==> src/rtl/rr_hold_arb.sv <==
// Registered round-robin arbiter with grant hold and zero-bubble hand-over.
// Define RR_HOLD_ARB_LIMIT_EN to compile in the hold-time limit (forced rotation, expire_o).
module rr_hold_arb #(
    parameter int  NUM_PORTS = 5,
    parameter int  MAX_HOLD  = 8,
    localparam int IDW       = ($clog2(NUM_PORTS) > 1) ? $clog2(NUM_PORTS) : 1
) (
    input  logic                 clk,
    input  logic                 reset,
    input  logic [NUM_PORTS-1:0] req_i,
    output logic [NUM_PORTS-1:0] gnt_o,
    output logic                 gnt_valid_o,
    output logic [IDW-1:0]       gnt_id_o,
    output logic                 expire_o
);

    typedef enum logic {IDLE, GRANT} state_e;

    state_e               state_q, state_d;
    logic [IDW-1:0]       ptr_q, ptr_d;
    logic [IDW-1:0]       id_q, id_d;
    logic [NUM_PORTS-1:0] own_vec;
    logic [NUM_PORTS-1:0] others;
    logic                 owner_req;
    logic                 force_rot;
    logic [IDW-1:0]       ptr_next;
    logic [IDW:0]         win;

    generate
        if (NUM_PORTS < 2 || MAX_HOLD < 1) begin : g_bad_params
            $error("rr_hold_arb: NUM_PORTS must be >= 2 and MAX_HOLD >= 1");
        end
    endgenerate

    // Cyclic first-set search starting at 'start'; MSB of the result flags a winner.
    function automatic logic [IDW:0] find_winner(input logic [NUM_PORTS-1:0] vec,
                                                 input logic [IDW-1:0]       start);
        logic           found;
        logic [IDW-1:0] idx;
        found = 1'b0;
        idx   = '0;
        for (int j = 0; j < NUM_PORTS; j++) begin
            if (!found && vec[j] && IDW'(j) >= start) begin
                found = 1'b1;
                idx   = IDW'(j);
            end
        end
        for (int j = 0; j < NUM_PORTS; j++) begin
            if (!found && vec[j] && IDW'(j) < start) begin
                found = 1'b1;
                idx   = IDW'(j);
            end
        end
        return {found, idx};
    endfunction

    always_comb begin
        own_vec = '0;
        for (int j = 0; j < NUM_PORTS; j++) begin
            own_vec[j] = (id_q == IDW'(j));
        end
    end

    assign owner_req = |(req_i & own_vec);
    assign others    = req_i & ~own_vec;
    assign ptr_next  = (id_q == IDW'(NUM_PORTS - 1)) ? '0 : id_q + IDW'(1);

`ifdef RR_HOLD_ARB_LIMIT_EN
    localparam int CW = $clog2(MAX_HOLD + 1);

    logic [CW-1:0] cnt_q, cnt_d;
    logic          expire_q;
    logic          new_grant;

    assign force_rot = (state_q == GRANT) && (cnt_q == CW'(MAX_HOLD)) && owner_req && (|others);

    // A fresh owner starts at 1; a held owner counts up and saturates at the limit.
    always_comb begin
        new_grant = (state_d == GRANT) &&
                    ((state_q == IDLE) || !owner_req || force_rot);
        cnt_d = cnt_q;
        if (new_grant) begin
            cnt_d = CW'(1);
        end else if (state_d == IDLE) begin
            cnt_d = '0;
        end else if (cnt_q != CW'(MAX_HOLD)) begin
            cnt_d = cnt_q + CW'(1);
        end
    end

    always_ff @(posedge clk) begin
        if (reset) begin
            cnt_q    <= '0;
            expire_q <= 1'b0;
        end else begin
            cnt_q    <= cnt_d;
            expire_q <= force_rot;
        end
    end

    assign expire_o = expire_q;
`else
    assign force_rot = 1'b0;
    assign expire_o  = 1'b0;
`endif

    // NOTE: every variable gets a default before the case so no path leaves it unassigned (no latch).
    always_comb begin
        state_d = state_q;
        ptr_d   = ptr_q;
        id_d    = id_q;
        win     = '0;
        case (state_q)
            IDLE: begin
                win = find_winner(req_i, ptr_q);
                if (win[IDW]) begin
                    state_d = GRANT;
                    id_d    = win[IDW-1:0];
                end
            end
            GRANT: begin
                if (!owner_req || force_rot) begin
                    ptr_d = ptr_next;
                    win   = find_winner(others, ptr_next);
                    if (win[IDW]) begin
                        id_d = win[IDW-1:0];
                    end else begin
                        state_d = IDLE;
                        id_d    = '0;
                    end
                end
            end
            default: begin
                state_d = IDLE;
                id_d    = '0;
            end
        endcase
    end

    // NOTE: state registers use non-blocking assignments so all flops sample the same pre-edge values.
    always_ff @(posedge clk) begin
        if (reset) begin
            state_q <= IDLE;
            ptr_q   <= '0;
            id_q    <= '0;
        end else begin
            state_q <= state_d;
            ptr_q   <= ptr_d;
            id_q    <= id_d;
        end
    end

    // Grant vector, valid and id are all decoded from the same registers, so they never disagree.
    always_comb begin
        gnt_o = '0;
        if (state_q == GRANT) begin
            gnt_o = own_vec;
        end
    end

    assign gnt_valid_o = (state_q == GRANT);
    assign gnt_id_o    = id_q;

endmodule

==> config.mk <==
export PLATFORM = sky130hd
export DESIGN_NAME = rr_hold_arb
export DESIGN_NICKNAME = d
export VERILOG_FILES = /design/src/rtl/rr_hold_arb.sv
export SDC_FILE = /design/constraint.sdc
export NUM_CORES = 1
export LEC_CHECK = 0
export ABC_AREA = 0
export CAP_MARGIN = 20
export CORE_UTILIZATION = 50
export CTS_BUF_LIST = sky130_fd_sc_hd__clkbuf_4 sky130_fd_sc_hd__clkbuf_8
export DETAILED_ROUTE_END_ITERATION = 7
export PLACE_DENSITY = 0.74
export SKIP_LAST_GASP = 1
export SLEW_MARGIN = 10
export SYNTH_ARGS = -nofsm -noshare
export SYNTH_HDL_FRONTEND = slang
export SYNTH_SLANG_ARGS = --single-unit
==> constraint.sdc <==
create_clock -name clk -period 3.6 [get_ports clk]
set_input_delay 0.72 -clock clk [delete_from_list [all_inputs] [get_ports clk]]
set_output_delay 0.72 -clock clk [all_outputs]
set_load 0.05 [all_outputs]
==> metrics.md <==
| Metric | Value |
|---|---|
| Status | finished clean |
| Largest family of logic cells by synthesized area | compound AO/OA/AOI/OAI gates |
| Crit-path leading delay family | buffers and inverters |
| Area of the core | approximately 1600 um2 |
| DRC | 0 |
| Fraction of synthesized area in multiplexers | 0.0224 |
| Max stage delay on crit path | between 0.8 and 0.9 ns |
| Clock sinks | 7 |
| Reg2Reg Depth | 8 |
| Arr. time, crit path | between 2 and 2.5 ns |
| Hold Fails Final Rpt | 0 |
| Final setup margin | around 0.76 ns |
| Power per cell area | about 900 nW/um2 |
| Hold Path Origin | ptr_q[0]$_SDFFE_PP0P_ |
| CP endpoint kind | primary output |
| GPL Wtd Cong | between 0.9 and 1 |
| Final Cell Area | roughly 1100 um2 |
| Max-slew violations | 0 |
| Syn_nets | 127 |
| Longest Clk Path Bufs | 2 |
| Worst Max-Slew Pin Slew | roughly 0.53 ns |
| Share of post-route cells with drive strength above 1 | 0.155 |
| Synth Area in Adders | 0.0699 |
| Die H | roughly 44 um |
| Period utilisation layout | 0.790 |
| I/O Buffers | 15 |
| Pre-Repair DR Iteration Count | 4 |
| Reg2reg start | gnt_id_o[2]$_SDFFE_PP0P_ |
| Post-CTS Setup Inserts | 0 |
| Placed inst area | between 1000 and 1500 um2 |
| Origin of the worst setup path | gnt_id_o[0]$_SDFFE_PP0P_ |
| Fmax | 352 MHz |
| CP max FO | 9 |
| Largest net degree at the start of global routing | 12 |
| Async SR Flop Fraction | 0 |
| Mapped Cells | about 120 |
| Antenna viol nets, final | 0 |
| Pwr Total | around 0.97 mW |
| Clock Latency Late Sink | approximately 0.25 ns |
| Io pins | 17 |
| Clock skew | 0.00868 ns |
| Pre-CTS WS | about 1.0 ns |
| CTS Buf Count | 3 |
| Setup Viol. Count Final | 0 |
| WL/cell | around 15 um |
| Final hold slack | roughly 0.51 ns |
| Synth-to-Final Area Change | 19.0% |
| Ant. Diodes | 0 |
| Clock slew seen by the registers of the worst setup and hold paths | 0.06 ns |
| Initial antenna violation count | 0 |
| Max Cap Viol | 0 |
| Critical path type | flip-flop to primary output |
| Global-route wire length before repair | about 4000 um |
| Vias | between 900 and 1k |
| Hold path cells | 2 |
| Initial Util | 0.561 |
| Cell Chain, Critical Path | inv_1 > ha_1 > nand2_1 > nor2_1 > clkdlybuf4s50_1 |
| Final Net Count | approximately 140 |
| Max-Slew Margin vs Limit | 0.644 |
| CP Data Required Time | 2.88 ns |
| Fin cells | ~150 |
| Synth Area in Compound Gates | 0.348 |
| FF-to-FF End | gnt_id_o[0]$_SDFFE_PP0P_ |
| Detailed-route vias per instance | 6.02 |
| Critical path startpoint category | flip-flop |
| Final min period | ~2.8 ns |
| Register area share after synthesis | 0.157 |
| Total track usage | 0.267 |
| Die width | between 40 and 50 um |
| P_leak | ~0.4 nW |
| DPL Wire Length | between 1500 and 2000 um |
| Seq cells post-synth | 7 |
| Post-synthesis xor/xnor area fraction | 0 |
| Mean post-synth cell area | 7.78 um2 |
| Worst R2R Setup Slack | roughly 1.2 ns |
| Syn. warnings | 0 |
| Synthesized cell area | between 800 and 900 um2 |
| Peak VDD IR | roughly 0.71 mV |
| Hold Path Sink | ptr_q[0]$_SDFFE_PP0P_ |
| Worst Path Buf+Inv | 2 |
| GR Overflow Total | 0 |
| Worst Hold Class | flip-flop to flip-flop |
| Cell variety after synth | 52 |
| Synth Area in Simple Gates | 0.319 |
| TNS Setup | 0 ns |
| Die area | 1960 um2 |
| RSZ-0062 raised after global routing | no |
| DR iter-0 viols | 57 |
| Final Util | 0.668 |
| EDFF count, synth | 0 |
| Core Rows | 14 |
| CTS tree | built |
| Critical-path top delay cell | clkdlybuf4s50_1 |
| Vias in the first global route | about 860 |
| Inst Count DP | around 150 |
| Root Driver | clkbuf_4 |
| # resized after CTS | 0 |
| Main flop type after synthesis | dfxtp_1 |
| Htree depth | 1 |
| Final wirelength | between 2000 and 2500 um |
| CTS hold repair buffers | 0 |
## per-layer routing
metal / global-route usage / vias to the layer above / part of all wire
met1: 0.348 / 420 / 0.45
met3: 0.0612 / 4 / 0.057
met2: 0.456 / 39 / 0.48
met5: 0 / - / 0
met4: 0.0424 / 0 / 0.015
li1: - / 458 / -
## where the power goes
group | internal, mW | total [mW] | switching, mW
Combinational | 0.297 | 0.748 | 0.451
Clock | 0.0406 | 0.0699 | 0.0293
Sequential | 0.105 | 0.156 | 0.0506
Total | 0.443 | 0.974 | 0.531
## cell usage after synthesis, types with 3 or more instances
library cell	number	area share
inv_1	9	0.038
nor2_1	9	0.038
nand2_1	8	0.034
dfxtp_1	7	0.16
a21oi_1	6	0.034
ha_1	5	0.070
nor3_1	5	0.028
nor2b_1	4	0.028
o21ai_0	4	0.022
and2_1	3	0.021
nand2b_1	3	0.021
nand4_1	3	0.021
## registers in the layout, indices dropped and copies added, names as in the netlist
register,flops
ptr_q,3
gnt_id_o,3
gnt_valid_o,1
## layout by cell type (no fill, tap or decap), drive strengths merged, types with 2 or more instances in the layout
master,count
inv,9
clkbuf,3
clkdlybuf4s50,15
a31o,2
o221ai,2
and2,4
a221oi,3
a21boi,3
nor2,10
nand4,3
nand2b,4
dfxtp,7
ha,5
o21bai,2
nand2,8
nand3,2
nor3,6
nor2b,4
a21oi,7
a31oi,2
o2bb2ai,2
mux2i,2
o21ai,6
## worst reg2reg max path: stages (launching register included)
cell       delay (ns)
dfxtp_1          0.49
inv_1            0.14
ha_1             0.44
and4bb_1         0.25
o21ai_2          0.18
o221ai_2         0.15
nor4_2           0.35
nor3_2           0.11
o2bb2ai_1        0.14
## layout make-up
cell class                 count  area (um2)
fill                         139         529
multi-input combinational     94         683
sequential                     7         140
clock inverter                 1        5.00
inverter                       9        33.8
clock buffer                   3        22.5
timing repair buffer          15         150
tap                           24        30.0
## how the worst max path moves through the flow
stage,slack (ns),cells after the start,end
2_1_floorplan,0.70,3,gnt_o[0]
3_3_place_gp,1.02,5,gnt_o[4]
3_5_place_dp,1.04,5,gnt_o[4]
4_1_cts,0.76,5,gnt_o[4]
5_1_grt,0.61,5,gnt_o[4]
6_report,0.76,5,gnt_o[4]
## cell families (layout without fill, tap and decap cells)
| kind of cell | after synthesis | after routing |
|---|---|---|
| AO/OA/AOI/OAI | 37 | 37 |
| other | 1 | 1 |
| flip-flops | 7 | 7 |
| buffers and inverters | 14 | 28 |
| adder cells (fa/ha/maj) | 5 | 5 |
| AND/OR/NAND/NOR | 49 | 49 |
| multiplexers | 2 | 2 |
Power figures use the tool's default switching activity.
==> RTL edit: new RTL, config.mk and constraints unchanged <==
Change the parameter `NUM_PORTS` from 5 to 10.
--- a/src/rtl/rr_hold_arb.sv
+++ b/src/rtl/rr_hold_arb.sv
@@ -3,3 +3,3 @@
 module rr_hold_arb #(
-    parameter int  NUM_PORTS = 5,
+    parameter int  NUM_PORTS = 10,
     parameter int  MAX_HOLD  = 8,
Interface: changed (resized gnt_id_o, gnt_o and req_i); port bits go from 17 to 28. No check against the original RTL was run, so the function may have changed too.
==> RTL edit against the unedited design <==
Synthesized area rose by 99%. Via count rose by 150%. Total power fell by 14%. Sequential power rose by 14%. Clock skew rose by 2.1 ps. Sequential share of layout area fell by 4.4 points. Wire length rose to 2.7 times the old value. Hold slack improved by 210 ps. Design area rose by 93%. Combinational power fell by 23%. Sequential cell count rose by 2. Clock power rose by 21%. Worst setup slack got worse by 360 ps. Non-clock buffer count rose by 18. Largest cell class unchanged.
==> RTL edit: results (changes against the unedited design) <==
* Layout cells sized above 1 at 8.01% (-7.5 points)
* FILL cells at 348 (+150%)
* WP data arrival at 2480 ps (+360 ps)
* # diodes at 0 (unchanged)
* Vias in the first global route at 2,024 (+140%)
* DP Area at 2030 µm² (+96%)
* Clk_skew at 10.8 ps (+2.14 ps)
* Routed met3 length at 686 µm (+430%)
* DRT met1 WL at 2.55 mm (+150%)
* Post-Place Setup Slack at 416 ps (-622 ps)
* Synth Area per Inst at 6.47 µm² (-17%)
* Crit-path leading delay family: flip-flops
* Register area share after synthesis at 10.1% (-5.5 points)
* Post CTS Setup Buffer Count at 0 (unchanged)
* Global placement routability congestion at 1.08 (+19%)
* Met1 Use GR at 45.8% (+11 points)
* Slowest cell on the critical path: dfxtp_1
* Compound-gate portion of the synthesized area at 40.6% (+5.8 points)
* Fin cells at 333 (+120%)
* Status: complete, no violations
* Clk buf depth at 2 (unchanged)
* Hold/Removal Path Class: register to register
* Seq power at 178 µW (+14%)
* Largest fanout on the critical path at 25 (+16)
* Multi-input logic area at 1440 µm² (+110%)
* Initial drt markers at 303 (+430%)
* Sw Ratio at 53.5% (-1.0 points)
* Mux share of post-synthesis cell area at 1.69% (-0.55 points)
* NumNets Final at 300 (+110%)
* I/O Buffers at 26 (+11)
* Avg WL per Cell at 18.8 µm (+25%)
* Met2 Usage GRT at 55.3% (+9.7 points)
* Gr usage total at 34.9% (+8.2 points)
* Clock share of power at 10.1% (+2.9 points)
* Slew HR at 44.8% (-20 points)
* Syn_nets at 287 (+130%)
* CTS H-tree lvls at 1 (unchanged)
* First-pass GRT wire length at 9.74 mm (+150%)
* Largest net degree at the start of global routing at 26 (+14)
* CP max stage delay at 860 ps (+50 ps)
* VDD IR max at 0.241 mV (-66%)
* Met2 Wirelength at 2.79 mm (+150%)
* Met3 Use GR at 7.14% (+1.0 points)
* Yosys cell types at 66 (+27%)
* Xor/xnor share of the synthesized area at 1.48% (+1.5 points)
* Largest cells by area after synthesis: dfxtp_1 10%, nor2_1 7.0%, a21oi_1 5.3%, o21ai_0 5.3%, nand2_1 4.9%
* Final Power at 837 µW (-14%)
* Vias per cell at 6.81 (+13%)
* Drt pass-1 iters at 5 (+1)
* Clock transition at path regs at 60 ps (about the same)
* List of most frequent post-synthesis cells: 33 x nor2_1, 23 x nand2_1, 19 x a21oi_1, 19 x o21ai_0, 12 x buf_2
* Post-DP HPWL at 4.57 mm (+140%)
* Antenna violations before repair at 0 (unchanged)
* Cts repair resizes at 0 (unchanged)
* Post-Synth Adder-Cell Area at 0% (-7.0 points)
* Leak pwr at 0.000742 µW (+83%)
* Ys Warns at 0 (unchanged)
## RTL edit: final cells by class
cell class | instances | share of cell area [%]
Multi-Input combinational cell | 230 | 69.8
Timing Repair Buffer | 33 | 15.2
Sequential cell | 9 | 8.75
Tap cell | 46 | 2.80
Inverter | 11 | 2.01
Clock buffer | 4 | 1.46
## RTL edit: path summary, 6_finish.rpt
| check | start | to | slack (ps) | depth (start not counted) |
|---|---|---|---|---|
| setup / recovery | gnt_id_o[0]$_SDFFE_PP0P_ | gnt_o[3] | 400 | 3 |
| hold / removal | gnt_id_o[2]$_SDFFE_PP0P_ | gnt_id_o[2]$_SDFFE_PP0P_ | 720 | 2 |
| setup reg to reg | gnt_id_o[0]$_SDFFE_PP0P_ | gnt_id_o[2]$_SDFFE_PP0P_ | 790 | 7 |
| hold reg to reg | gnt_id_o[2]$_SDFFE_PP0P_ | gnt_id_o[2]$_SDFFE_PP0P_ | 720 | 2 |
